### config.mk
export PLATFORM = sky130hd
export DESIGN_NAME = cnn_cell_mac_flat
export DESIGN_NICKNAME = d
export VERILOG_FILES = /design/src/rtl/cnn_cell_mac_pkg.sv /design/src/rtl/cnn_cell_mac_if.sv /design/src/rtl/cnn_cell_mac_tap_mult.sv /design/src/rtl/cnn_cell_mac.sv /design/src/flat_wrapper.sv
export SDC_FILE = /design/constraint.sdc
export NUM_CORES = 1
export LEC_CHECK = 0
export CAP_MARGIN = 20
export CORE_AREA = 2 2 140 142
export DETAILED_ROUTE_END_ITERATION = 7
export DIE_AREA = 0 0 142 144
export DONT_BUFFER_PORTS = 1
export MAX_ROUTING_LAYER = met4
export PLACE_DENSITY = 0.69
export SLEW_MARGIN = 20
export SYNTH_ARGS = -nofsm -noshare
export SYNTH_HDL_FRONTEND = slang
export SYNTH_HIERARCHICAL = 1
export SYNTH_SLANG_ARGS = --single-unit
### constraint.sdc
create_clock -name clk -period 3.15 [get_ports clk]
set_input_delay 0.945 -clock clk [delete_from_list [all_inputs] [get_ports clk]]
set_output_delay 0.945 -clock clk [all_outputs]
set_load 0.1 [all_outputs]
### src/rtl/cnn_cell_mac_pkg.sv
// -----------------------------------------------------------------------------
// cnn_pkg
//   Shared types and constant helpers for the serial CNN cell MAC.
//   - clog2      : ceiling log2 for sizing counters and guard bits
//   - state_e    : control FSM states
//   - acc_w      : accumulator width that can hold any packet without overflow
//   - sat_max/min: signed range limits of an N-bit result
// -----------------------------------------------------------------------------
package cnn_pkg;

  typedef enum logic [1:0] {
    IDLE  = 2'd0,
    ACC   = 2'd1,
    DRAIN = 2'd2,
    OUT   = 2'd3
  } state_e;

  function automatic int clog2(input int value);
    int res;
    int rem;
    res = 0;
    rem = value - 1;
    while (rem > 0) begin
      res = res + 1;
      rem = rem >> 1;
    end
    return res;
  endfunction

  // Widest product, plus enough guard bits for 2*TAPS products and the bias,
  // plus one extra bit for sign headroom.
  function automatic int acc_w(input int dw_a, input int dw_y, input int dw_b,
                               input int dw_u, input int taps);
    int pa_w;
    int pb_w;
    pa_w = dw_a + dw_y;
    pb_w = dw_b + dw_u + 1;
    return ((pa_w > pb_w) ? pa_w : pb_w) + clog2(2 * taps + 1) + 1;
  endfunction

  function automatic longint sat_max(input int width);
    return (longint'(1) <<< (width - 1)) - longint'(1);
  endfunction

  function automatic longint sat_min(input int width);
    return -(longint'(1) <<< (width - 1));
  endfunction

endpackage

### src/rtl/cnn_cell_mac_if.sv
// -----------------------------------------------------------------------------
// cnn_cell_mac_if
//   Tap-stream and result handshake bundle for cnn_cell_mac.
//   Tap side  : in_valid/in_ready/in_last with a_coef, y_in, b_coef, u_in, bias
//   Result side: out_valid/out_ready with out_data, out_sat, out_err
//   modport master : upstream fetch logic + downstream consumer
//   modport slave  : the MAC itself
// -----------------------------------------------------------------------------
interface cnn_cell_mac_if #(
  parameter int DW_A  = 8,
  parameter int DW_Y  = 9,
  parameter int DW_B  = 8,
  parameter int DW_U  = 8,
  parameter int DW_I  = 8,
  parameter int OUT_W = 17
);

  logic                    in_valid;
  logic                    in_ready;
  logic                    in_last;
  logic signed [DW_A-1:0]  a_coef;
  logic signed [DW_Y-1:0]  y_in;
  logic signed [DW_B-1:0]  b_coef;
  logic        [DW_U-1:0]  u_in;
  logic signed [DW_I-1:0]  bias;

  logic                    out_valid;
  logic                    out_ready;
  logic signed [OUT_W-1:0] out_data;
  logic                    out_sat;
  logic                    out_err;

  modport master (
    output in_valid, in_last, a_coef, y_in, b_coef, u_in, bias, out_ready,
    input  in_ready, out_valid, out_data, out_sat, out_err
  );

  modport slave (
    input  in_valid, in_last, a_coef, y_in, b_coef, u_in, bias, out_ready,
    output in_ready, out_valid, out_data, out_sat, out_err
  );

endinterface

### src/rtl/cnn_cell_mac_tap_mult.sv
// -----------------------------------------------------------------------------
// cnn_tap_mult
//   Product stage P: A*Y and B*U for one tap, registered one cycle after the
//   tap transfer, with a matching valid flag.
//   Ports:
//     clk, rst_n  clock, asynchronous active-low reset
//     i_valid     a tap is transferred this cycle
//     i_a, i_y    signed feedback coefficient / neighbour state
//     i_b, i_u    signed control coefficient / unsigned neighbour input
//     o_pa, o_pb  registered products
//     o_valid     products in o_pa/o_pb belong to a transferred tap
// -----------------------------------------------------------------------------
module cnn_tap_mult #(
  parameter int DW_A = 8,
  parameter int DW_Y = 9,
  parameter int DW_B = 8,
  parameter int DW_U = 8
) (
  input  logic                          clk,
  input  logic                          rst_n,
  input  logic                          i_valid,
  input  logic signed [DW_A-1:0]        i_a,
  input  logic signed [DW_Y-1:0]        i_y,
  input  logic signed [DW_B-1:0]        i_b,
  input  logic        [DW_U-1:0]        i_u,
  output logic signed [DW_A+DW_Y-1:0]   o_pa,
  output logic signed [DW_B+DW_U:0]     o_pb,
  output logic                          o_valid
);

  localparam int PA_W = DW_A + DW_Y;
  localparam int PB_W = DW_B + DW_U + 1;

  // U is unsigned: a leading zero lets it share a signed multiplier with B.
  logic signed [DW_U:0]     w_u_ext;
  logic signed [PA_W-1:0]   w_pa;
  logic signed [PB_W-1:0]   w_pb;

  logic signed [PA_W-1:0]   r_pa;
  logic signed [PB_W-1:0]   r_pb;
  logic                     r_valid;

  assign w_u_ext = $signed({1'b0, i_u});
  assign w_pa    = PA_W'(i_a) * PA_W'(i_y);
  assign w_pb    = PB_W'(i_b) * PB_W'(w_u_ext);

  always_ff @(posedge clk or negedge rst_n) begin
    if (!rst_n) begin
      r_pa    <= '0;
      r_pb    <= '0;
      r_valid <= 1'b0;
    end else begin
      r_valid <= i_valid;
      if (i_valid) begin
        r_pa <= w_pa;
        r_pb <= w_pb;
      end
    end
  end

  assign o_pa    = r_pa;
  assign o_pb    = r_pb;
  assign o_valid = r_valid;

endmodule

### src/rtl/cnn_cell_mac.sv
// -----------------------------------------------------------------------------
// cnn_cell_mac
//   Serial cell-equation MAC: out = sum(A_k*Y_k) + sum(B_k*U_k) + I over one
//   packet of up to TAPS taps, one tap per cycle.
//   Pipeline: transfer -> P (products, cnn_tap_mult) -> S (accumulate)
//             -> result register (saturate or wrap).
//   Ports:
//     clk, rst_n  clock, asynchronous active-low reset
//     bus         cnn_cell_mac_if.slave: tap stream in, result stream out
//   Parameters: TAPS, DW_A, DW_Y, DW_B, DW_U, DW_I, OUT_W, SAT (1 clamp, 0 wrap)
// -----------------------------------------------------------------------------
import cnn_pkg::*;

module cnn_cell_mac #(
  parameter int TAPS  = 9,
  parameter int DW_A  = 8,
  parameter int DW_Y  = 9,
  parameter int DW_B  = 8,
  parameter int DW_U  = 8,
  parameter int DW_I  = 8,
  parameter int OUT_W = 17,
  parameter bit SAT   = 1'b1
) (
  input  logic         clk,
  input  logic         rst_n,
  cnn_cell_mac_if.slave bus
);

  localparam int PA_W  = DW_A + DW_Y;
  localparam int PB_W  = DW_B + DW_U + 1;
  localparam int ACC_W = acc_w(DW_A, DW_Y, DW_B, DW_U, TAPS);
  localparam int CNT_W = clog2(TAPS + 1);

  localparam logic [CNT_W-1:0] TAPS_C  = CNT_W'(TAPS);
  localparam logic [CNT_W-1:0] ONE_C   = CNT_W'(1);
  localparam logic [OUT_W-1:0] SAT_MAX = OUT_W'(sat_max(OUT_W));
  localparam logic [OUT_W-1:0] SAT_MIN = OUT_W'(sat_min(OUT_W));

  state_e                   r_state;
  logic [CNT_W-1:0]         r_cnt;
  logic                     r_drain;
  logic                     r_err;
  logic signed [ACC_W-1:0]  r_acc;
  logic                     r_in_ready;
  logic                     r_out_valid;
  logic signed [OUT_W-1:0]  r_out_data;
  logic                     r_out_sat;
  logic                     r_out_err;

  logic                     w_xfer;
  logic signed [PA_W-1:0]   w_pa;
  logic signed [PB_W-1:0]   w_pb;
  logic                     w_p_valid;
  logic signed [ACC_W-1:0]  w_pa_ext;
  logic signed [ACC_W-1:0]  w_pb_ext;
  logic signed [ACC_W-1:0]  w_bias_ext;
  logic signed [ACC_W-1:0]  w_sum;
  logic [CNT_W-1:0]         w_cnt_inc;
  logic                     w_first_err;
  logic                     w_acc_err;
  logic                     w_acc_done;
  logic                     w_ovf;
  logic [OUT_W-1:0]         w_low;
  logic [OUT_W-1:0]         w_res_data;

  assign w_xfer = bus.in_valid & r_in_ready;

  cnn_tap_mult #(
    .DW_A (DW_A),
    .DW_Y (DW_Y),
    .DW_B (DW_B),
    .DW_U (DW_U)
  ) u_tap_mult (
    .clk     (clk),
    .rst_n   (rst_n),
    .i_valid (w_xfer),
    .i_a     (bus.a_coef),
    .i_y     (bus.y_in),
    .i_b     (bus.b_coef),
    .i_u     (bus.u_in),
    .o_pa    (w_pa),
    .o_pb    (w_pb),
    .o_valid (w_p_valid)
  );

  // Stage S operands, sign-extended to the accumulator width.
  assign w_pa_ext   = {{(ACC_W-PA_W){w_pa[PA_W-1]}}, w_pa};
  assign w_pb_ext   = {{(ACC_W-PB_W){w_pb[PB_W-1]}}, w_pb};
  assign w_bias_ext = {{(ACC_W-DW_I){bus.bias[DW_I-1]}}, bus.bias};
  assign w_sum      = r_acc + w_pa_ext + w_pb_ext;

  // Length checking. A packet of one tap is only correct when TAPS is 1.
  assign w_cnt_inc   = r_cnt + ONE_C;
  assign w_first_err = (TAPS_C == ONE_C) ? ~bus.in_last : bus.in_last;
  assign w_acc_done  = bus.in_last | (w_cnt_inc == TAPS_C);
  assign w_acc_err   = (bus.in_last & (w_cnt_inc < TAPS_C)) |
                       (~bus.in_last & (w_cnt_inc == TAPS_C));

  // Out of range when the bits above the result sign are not all copies of it.
  generate
    if (ACC_W > OUT_W) begin : g_narrow
      logic [ACC_W-OUT_W:0] w_hi;
      assign w_hi  = r_acc[ACC_W-1:OUT_W-1];
      assign w_ovf = ~((&w_hi) | ~(|w_hi));
      assign w_low = r_acc[OUT_W-1:0];
    end else begin : g_wide
      assign w_ovf = 1'b0;
      assign w_low = OUT_W'(r_acc);
    end
  endgenerate

  assign w_res_data = (SAT && w_ovf) ? (r_acc[ACC_W-1] ? SAT_MIN : SAT_MAX)
                                     : w_low;

  always_ff @(posedge clk or negedge rst_n) begin
    if (!rst_n) begin
      r_state     <= IDLE;
      r_cnt       <= '0;
      r_drain     <= 1'b0;
      r_err       <= 1'b0;
      r_acc       <= '0;
      r_in_ready  <= 1'b1;
      r_out_valid <= 1'b0;
      r_out_data  <= '0;
      r_out_sat   <= 1'b0;
      r_out_err   <= 1'b0;
    end else begin
      // Stage S runs whenever P holds a tap; bubbles leave r_acc untouched.
      if (w_p_valid) begin
        r_acc <= w_sum;
      end

      case (r_state)
        IDLE: begin
          if (w_xfer) begin
            // P is empty on a first tap, so the bias load never loses a product.
            r_acc <= w_bias_ext;
            r_cnt <= ONE_C;
            r_err <= w_first_err;
            if (bus.in_last || (TAPS_C == ONE_C)) begin
              r_state    <= DRAIN;
              r_drain    <= 1'b0;
              r_in_ready <= 1'b0;
            end else begin
              r_state <= ACC;
            end
          end
        end

        ACC: begin
          if (w_xfer) begin
            r_cnt <= w_cnt_inc;
            if (w_acc_err) begin
              r_err <= 1'b1;
            end
            if (w_acc_done) begin
              r_state    <= DRAIN;
              r_drain    <= 1'b0;
              r_in_ready <= 1'b0;
            end
          end
        end

        DRAIN: begin
          // First cycle lets S absorb the last product; second registers it.
          r_drain <= 1'b1;
          if (r_drain) begin
            r_out_data  <= w_res_data;
            r_out_sat   <= w_ovf;
            r_out_err   <= r_err;
            r_out_valid <= 1'b1;
            r_state     <= OUT;
          end
        end

        OUT: begin
          if (bus.out_ready) begin
            r_out_valid <= 1'b0;
            r_out_data  <= '0;
            r_out_sat   <= 1'b0;
            r_out_err   <= 1'b0;
            r_in_ready  <= 1'b1;
            r_state     <= IDLE;
          end
        end

        default: begin
          r_state    <= IDLE;
          r_in_ready <= 1'b1;
        end
      endcase
    end
  end

  assign bus.in_ready  = r_in_ready;
  assign bus.out_valid = r_out_valid;
  assign bus.out_data  = r_out_data;
  assign bus.out_sat   = r_out_sat;
  assign bus.out_err   = r_out_err;

endmodule

### src/flat_wrapper.sv
// flat-port wrapper written by rule: the top's interface ports become plain ports
module cnn_cell_mac_flat 
#(
  parameter int TAPS  = 9,
  parameter int DW_A  = 8,
  parameter int DW_Y  = 9,
  parameter int DW_B  = 8,
  parameter int DW_U  = 8,
  parameter int DW_I  = 8,
  parameter int OUT_W = 17,
  parameter bit SAT   = 1'b1
)
  (clk, rst_n, bus_in_valid, bus_in_last, bus_a_coef, bus_y_in, bus_b_coef, bus_u_in, bus_bias, bus_out_ready, bus_in_ready, bus_out_valid, bus_out_data, bus_out_sat, bus_out_err);
  cnn_cell_mac_if #(.DW_A(DW_A), .DW_Y(DW_Y), .DW_B(DW_B), .DW_U(DW_U), .DW_I(DW_I), .OUT_W(OUT_W)) bus_i ();
  input  logic clk;
  input  logic rst_n;
  input wire logic [$bits(bus_i.in_valid)-1:0] bus_in_valid;
  input wire logic [$bits(bus_i.in_last)-1:0] bus_in_last;
  input wire logic [$bits(bus_i.a_coef)-1:0] bus_a_coef;
  input wire logic [$bits(bus_i.y_in)-1:0] bus_y_in;
  input wire logic [$bits(bus_i.b_coef)-1:0] bus_b_coef;
  input wire logic [$bits(bus_i.u_in)-1:0] bus_u_in;
  input wire logic [$bits(bus_i.bias)-1:0] bus_bias;
  input wire logic [$bits(bus_i.out_ready)-1:0] bus_out_ready;
  output wire logic [$bits(bus_i.in_ready)-1:0] bus_in_ready;
  output wire logic [$bits(bus_i.out_valid)-1:0] bus_out_valid;
  output wire logic [$bits(bus_i.out_data)-1:0] bus_out_data;
  output wire logic [$bits(bus_i.out_sat)-1:0] bus_out_sat;
  output wire logic [$bits(bus_i.out_err)-1:0] bus_out_err;
  assign bus_i.in_valid = bus_in_valid;
  assign bus_i.in_last = bus_in_last;
  assign bus_i.a_coef = bus_a_coef;
  assign bus_i.y_in = bus_y_in;
  assign bus_i.b_coef = bus_b_coef;
  assign bus_i.u_in = bus_u_in;
  assign bus_i.bias = bus_bias;
  assign bus_i.out_ready = bus_out_ready;
  assign bus_in_ready = bus_i.in_ready;
  assign bus_out_valid = bus_i.out_valid;
  assign bus_out_data = bus_i.out_data;
  assign bus_out_sat = bus_i.out_sat;
  assign bus_out_err = bus_i.out_err;
  cnn_cell_mac #(.TAPS(TAPS), .DW_A(DW_A), .DW_Y(DW_Y), .DW_B(DW_B), .DW_U(DW_U), .DW_I(DW_I), .OUT_W(OUT_W), .SAT(SAT)) u_core (.clk(clk), .rst_n(rst_n), .bus(bus_i));
endmodule
**Word level (Yosys, flattened, before mapping)**

Cells that the tools add are included.

- $add $sub $neg: 3
- Multipliers: 2
- $lt $le $gt $ge: 1
- Equal/unequal tests: 11
- Mux-type cells: 36
- Bitwise operators: 9
- Reduce and logical (&&, ||, !) cells: 13

Operators with widths:

| kind | count |
|---|---|
| 23-bit two-way mux | 3 |
| 17-bit two-way mux | 4 |
| 23-bit by 17-bit adder with 23-bit output | 2 |
| 8-bit by 9-bit multiplier with 17-bit output | 2 |
| 17-bit one-hot mux with 2 select lines | 1 |
| 1-bit two-way mux | 12 |
| 2-bit two-way mux | 6 |
| 5-bit AND reduction | 2 |
| 4-bit two-way mux | 2 |
| 2-bit != test, second input constant | 4 |
| 1-bit one-hot mux with 2 select lines | 4 |
| 2-bit one-hot mux with 4 select lines | 1 |
| 4-bit one-hot mux with 2 select lines | 1 |
| 7-bit AND reduction | 1 |
| 7-bit OR reduction | 1 |
| 2-bit by 1-bit != test with 1-bit output, second input constant | 3 |
| 1-bit one-hot mux with 3 select lines | 2 |
| 3-bit AND reduction | 2 |
| 6-bit AND reduction | 1 |
| 3-bit nonzero test | 2 |
| 4-bit by 1-bit adder with 4-bit output, second input constant | 1 |
| 2-bit == test, second input constant | 2 |
| 4-bit == test, second input constant | 1 |
| 4-bit less-than comparator, second input constant | 1 |
| 7 further kinds | 14 |

- Register bits after elaboration: 87
- Input bits: 46
- Output and inout bits: 21

**Logic depth before layout (Yosys ltp)**

- Depth after elaboration: 7
- Gate-level depth with buffers: 18
- Depth with buffers taken out: 17

**Hierarchy**

The synthesis kept the hierarchy.

By module, submodules not included:

| module | instances | cells an instance | area each (µm²) | sequential area each (µm²) |
|---|---|---|---|---|
| cnn_tap_mult | 1 | 663 | 6231.0 | 875.8 |
| cnn_cell_mac | 1 | 424 | 3953.8 | 1302.5 |

**Least setup slack after synthesis**

Ideal clock, no wire load.

- Kind: input to register
- From: input port bus_a_coef[2]
- To: register u_core.u_tap_mult.r_pa[13] (netlist: u_core/u_tap_mult/o_pa[13])
- Library setup time: 0.125 ns
- Data arrival time: 4.695 ns
- Path slack: -1.669 ns
- Cell stages on the path: 16
- Buffers on the path: 2
- Cells stage by stage: clkbuf_1 -> nand2_1 -> fa_1 -> fa_1 -> inv_1 -> fa_1 -> inv_1 -> fa_1 -> inv_1 -> ha_1 -> clkbuf_1 -> and4_1 -> a21oi_1 -> nand2_1 -> xor2_1 -> mux2_2

- Longest elaborated chain between the ends: 1

RTL lines:

| item | line | text |
|---|---|---|
| start, declared | flat_wrapper.sv:19 | `input wire logic [$bits(bus_i.a_coef)-1:0] bus_a_coef;` |
| 8-bit by 9-bit multiplier with 17-bit output | cnn_cell_mac_tap_mult.sv:44 | `assign w_pa = PA_W'(i_a) * PA_W'(i_y);` |
| end signal, assigned | cnn_cell_mac_tap_mult.sv:55 | `r_pa <= w_pa;` |
| end, declared | cnn_cell_mac_tap_mult.sv:39 | `logic signed [PA_W-1:0] r_pa;` |

Every way passes these cells.
A chain may end at the register's enable or synchronous reset.

**Worst setup path in the final report**

- From: input port bus_b_coef[2]
- To: register u_core.u_tap_mult.r_pb[13] (netlist: u_core/u_tap_mult/o_pb[13])

- Longest elaborated chain between the ends: 1

RTL lines:

| item | line | text |
|---|---|---|
| start, declared | flat_wrapper.sv:21 | `input wire logic [$bits(bus_i.b_coef)-1:0] bus_b_coef;` |
| 8-bit by 9-bit multiplier with 17-bit output | cnn_cell_mac_tap_mult.sv:45 | `assign w_pb = PB_W'(i_b) * PB_W'(w_u_ext);` |
| end signal, assigned | cnn_cell_mac_tap_mult.sv:56 | `r_pb <= w_pb;` |
| end, declared | cnn_cell_mac_tap_mult.sv:40 | `logic signed [PB_W-1:0] r_pb;` |

Every way passes these cells.

==> flow_summary.ini <==
[worst_setup_path]
cp_max_fo = 8
crit_required_ns = 3.37
start_kind = input port
worstSetupEndpointType = register
arrival_ns = 4.48
crit_type = in -> reg

[synth]
avgSynthCellArea_sq_um = 9.37
synth_edf_count = 0
async_flop_share = 1.00
synth_flop_cell = dfrtp_1
synth_warnings = 6
syn_nets = 1356
yosysUniqueCellTypes = 68
ys_seq_area_frac = 0.214
postSynthCellCount = 1087
ys_ff_latch = 87
mappedNetlistArea_sq_mm = 0.0102

[global_route]
grt.overflow.total = 0
antenna_found_initial = 0
grt_pass1_wl_um = 37100
grt_use_total = 0.232
grt_pass1_vias = 7813
grt_max_degree = 88

[sta]
worst_pin_slew_ns = 0.909
setup_viol = 24
hold_violations = 0
slew-limit-headroom = 0.394
worst_hold_slack_ns = 0.296
finClkSkew_ns = 0.00639
finalCriticalPeriod_ns = 4.25
setup_ws_ns = -1.10
rsz0062_at_grt = yes
fmax_ghz = 0.235
fin_crit_sh = 1.35
drv_slew = 0

[detailed_routing]
met1_length_um = 10500
met2RoutedLength_um = 10500
num_vias = 7690
wire_per_inst_um = 15.9
wirelength_um = 22200
via_per_inst = 5.49
remaining_drc_errors = 0
top_layer = met4
wl_met3_um = 683
ant_nets = 0
drtIter0Drc = 374
drt-pass1-iter-count = 5

[cells_and_area]
drive_above_1_share = 0.238
nNetsFinal = 1426
area_delta_synth_final_pct = 19.4
mostFrequentLayoutCell = inv_1
num-fill-cells = 1540
diodes = 0
layout_common_cells = 136 x inv_1, 109 x fa_1, 85 x nand2_1, 85 x dfrtp_1, 77 x ha_1
stdcell_count = 1400

[placed_design]
dp_cells = 1374
numPortBuffers = 0
hpwlAfterDp_um = 17500
pre_cts_ws_ns = -1.49
gp_congestion = 0.970

[clock_tree]
path_clk_slew_ns = 0.07
clk_path_buf_depth = 2
cts_buffers = 9
root_buffer = clkbuf_16
ctsHoldBuffers = 0
cts_tree = yes
cts_sinks = 87
clk-insertion-delay-late_ns = 0.34
htreeDepth = 3

[floorplan]
die_area_sq_mm = 0.0204
die_h_um = 144
rows = 51
core_sq_mm = 0.0191
die_width_um = 142
initial_core_util = 0.534
io_pins = 67

[run_status]
violations = negative setup slack
status = finished, violations left

[min_path]
hold_path.class = in -> async

[run]
drv_cap = 0
## routing by layer
metal  vias to the layer above  track usage
met5                         -            -
met4                         0       0.0789
met3                        33       0.0209
met2                       158        0.360
met1                      3768        0.324
li1                       3731            -
## synth_stat cells, drive strengths merged, types with 6 or more instances
master    n  area (sq um)
mux2i     7          70.1
nand2b    9          63.8
ha      102          1280
a211oi    6          55.1
xnor2    33           289
inv     164           616
o21ai    75           375
and2     89           558
nand4     6          37.5
and3      8          50.1
nand2    97           364
nand3    11          55.1
dfrtp    86          2150
o21a      6          45.0
fa      121          2420
a21o     14           106
a31oi     8          50.1
clkbuf   18          67.6
buf       7          30.0
nor2     39           149
mux2     22           248
a21oi    74           374
xor2     14           123
## per-stage QoR
stage | cell area [sq um] | util | TNS, ns
global route | 12200 | 0.637 | -21.85
CTS | 11900 | 0.624 | -19.22
floorplan | 10500 | - | -25.00
detailed placement | 11200 | 0.588 | -29.24
finish | 12200 | 0.637 | -19.50
global placement | 11200 | 0.588 | -28.28
## worst max-delay path, stage by stage
cell and delay, ns:
and2_4 0.14, fa_1 0.52, inv_1 0.05, fa_1 0.47
inv_1 0.05, fa_1 0.47, inv_1 0.05, fa_1 0.51
inv_2 0.06, ha_4 0.27, buf_4 0.12, o21ai_4 0.06
o211ai_2 0.18, a41oi_2 0.16, xnor2_1 0.18, mux2_4 0.26
## sequential cells by signal, indices dropped and copies added, names as in the netlist
register / flops
u_core/r_acc: 23
u_core/r_state: 2
u_core/r_err: 1
u_core/bus.out_data: 17
u_core/u_tap_mult/o_pa: 17
u_core/bus.in_ready: 1
u_core/bus.out_valid: 1
u_core/u_tap_mult/o_pb: 17
u_core/bus.out_sat: 1
u_core/bus.out_err: 1
u_core/u_tap_mult/o_valid: 1
u_core/r_drain: 1
u_core/r_cnt: 4
## cells by family (layout without fill, tap and decap cells)
logic type                 count (synthesis)  after routing  share of synthesized area
AOI/OAI and AO/OA                        226            226                      0.139
adders and majority gates                223            223                      0.363
muxes                                     29             29                     0.0312
buffers and inverters                    192            267                     0.0711
DFF                                       87             87                      0.214
and+or+nand+nor                          283            283                      0.141
xor gates and xnor gates                  47             47                     0.0404
## worst paths after layout
check / startpoint / to / slack, ns / cells after the start
min: rst_n / u_core/r_cnt[2]$_DFFE_PN0P_ / 0.30 / 0
max: bus_b_coef[2] / u_core/u_tap_mult/o_pb[13]$_DFFE_PN0P_ / -1.10 / 16
max reg2reg: u_core/r_acc[1]$_DFF_PN0_ / u_core/r_acc[17]$_DFF_PN0_ / 0.14 / 10
max in group asynchronous: rst_n / u_core/bus.in_ready$_DFFE_PN1P_ / 2.67 / 0
min reg2reg: u_core/bus.in_ready$_DFFE_PN1P_ / u_core/bus.in_ready$_DFFE_PN1P_ / 0.53 / 1
min in group clk: u_core/bus.in_ready$_DFFE_PN1P_ / u_core/bus.in_ready$_DFFE_PN1P_ / 0.53 / 1
## timing repair
item,in CTS,in global routing
setup buffers,6,7
pin swaps,57,50
setup endpoints to repair,24,29
gates resized for setup,67,62
## layout make-up
class                   count  area (sq um)  share of cell area
clock inverters             7           128              0.0105
repair buffers             84           672              0.0553
multi-input cells         808          8020               0.659
flip-flops and latches     87          2180               0.179
inverters                 167           643              0.0529
well taps                 238           298              0.0245
clock buffers               9           225              0.0185
Power is left out: the tool's default activity adds up to more than one toggle a clock period on the data nets, which glitch-free logic cannot reach.
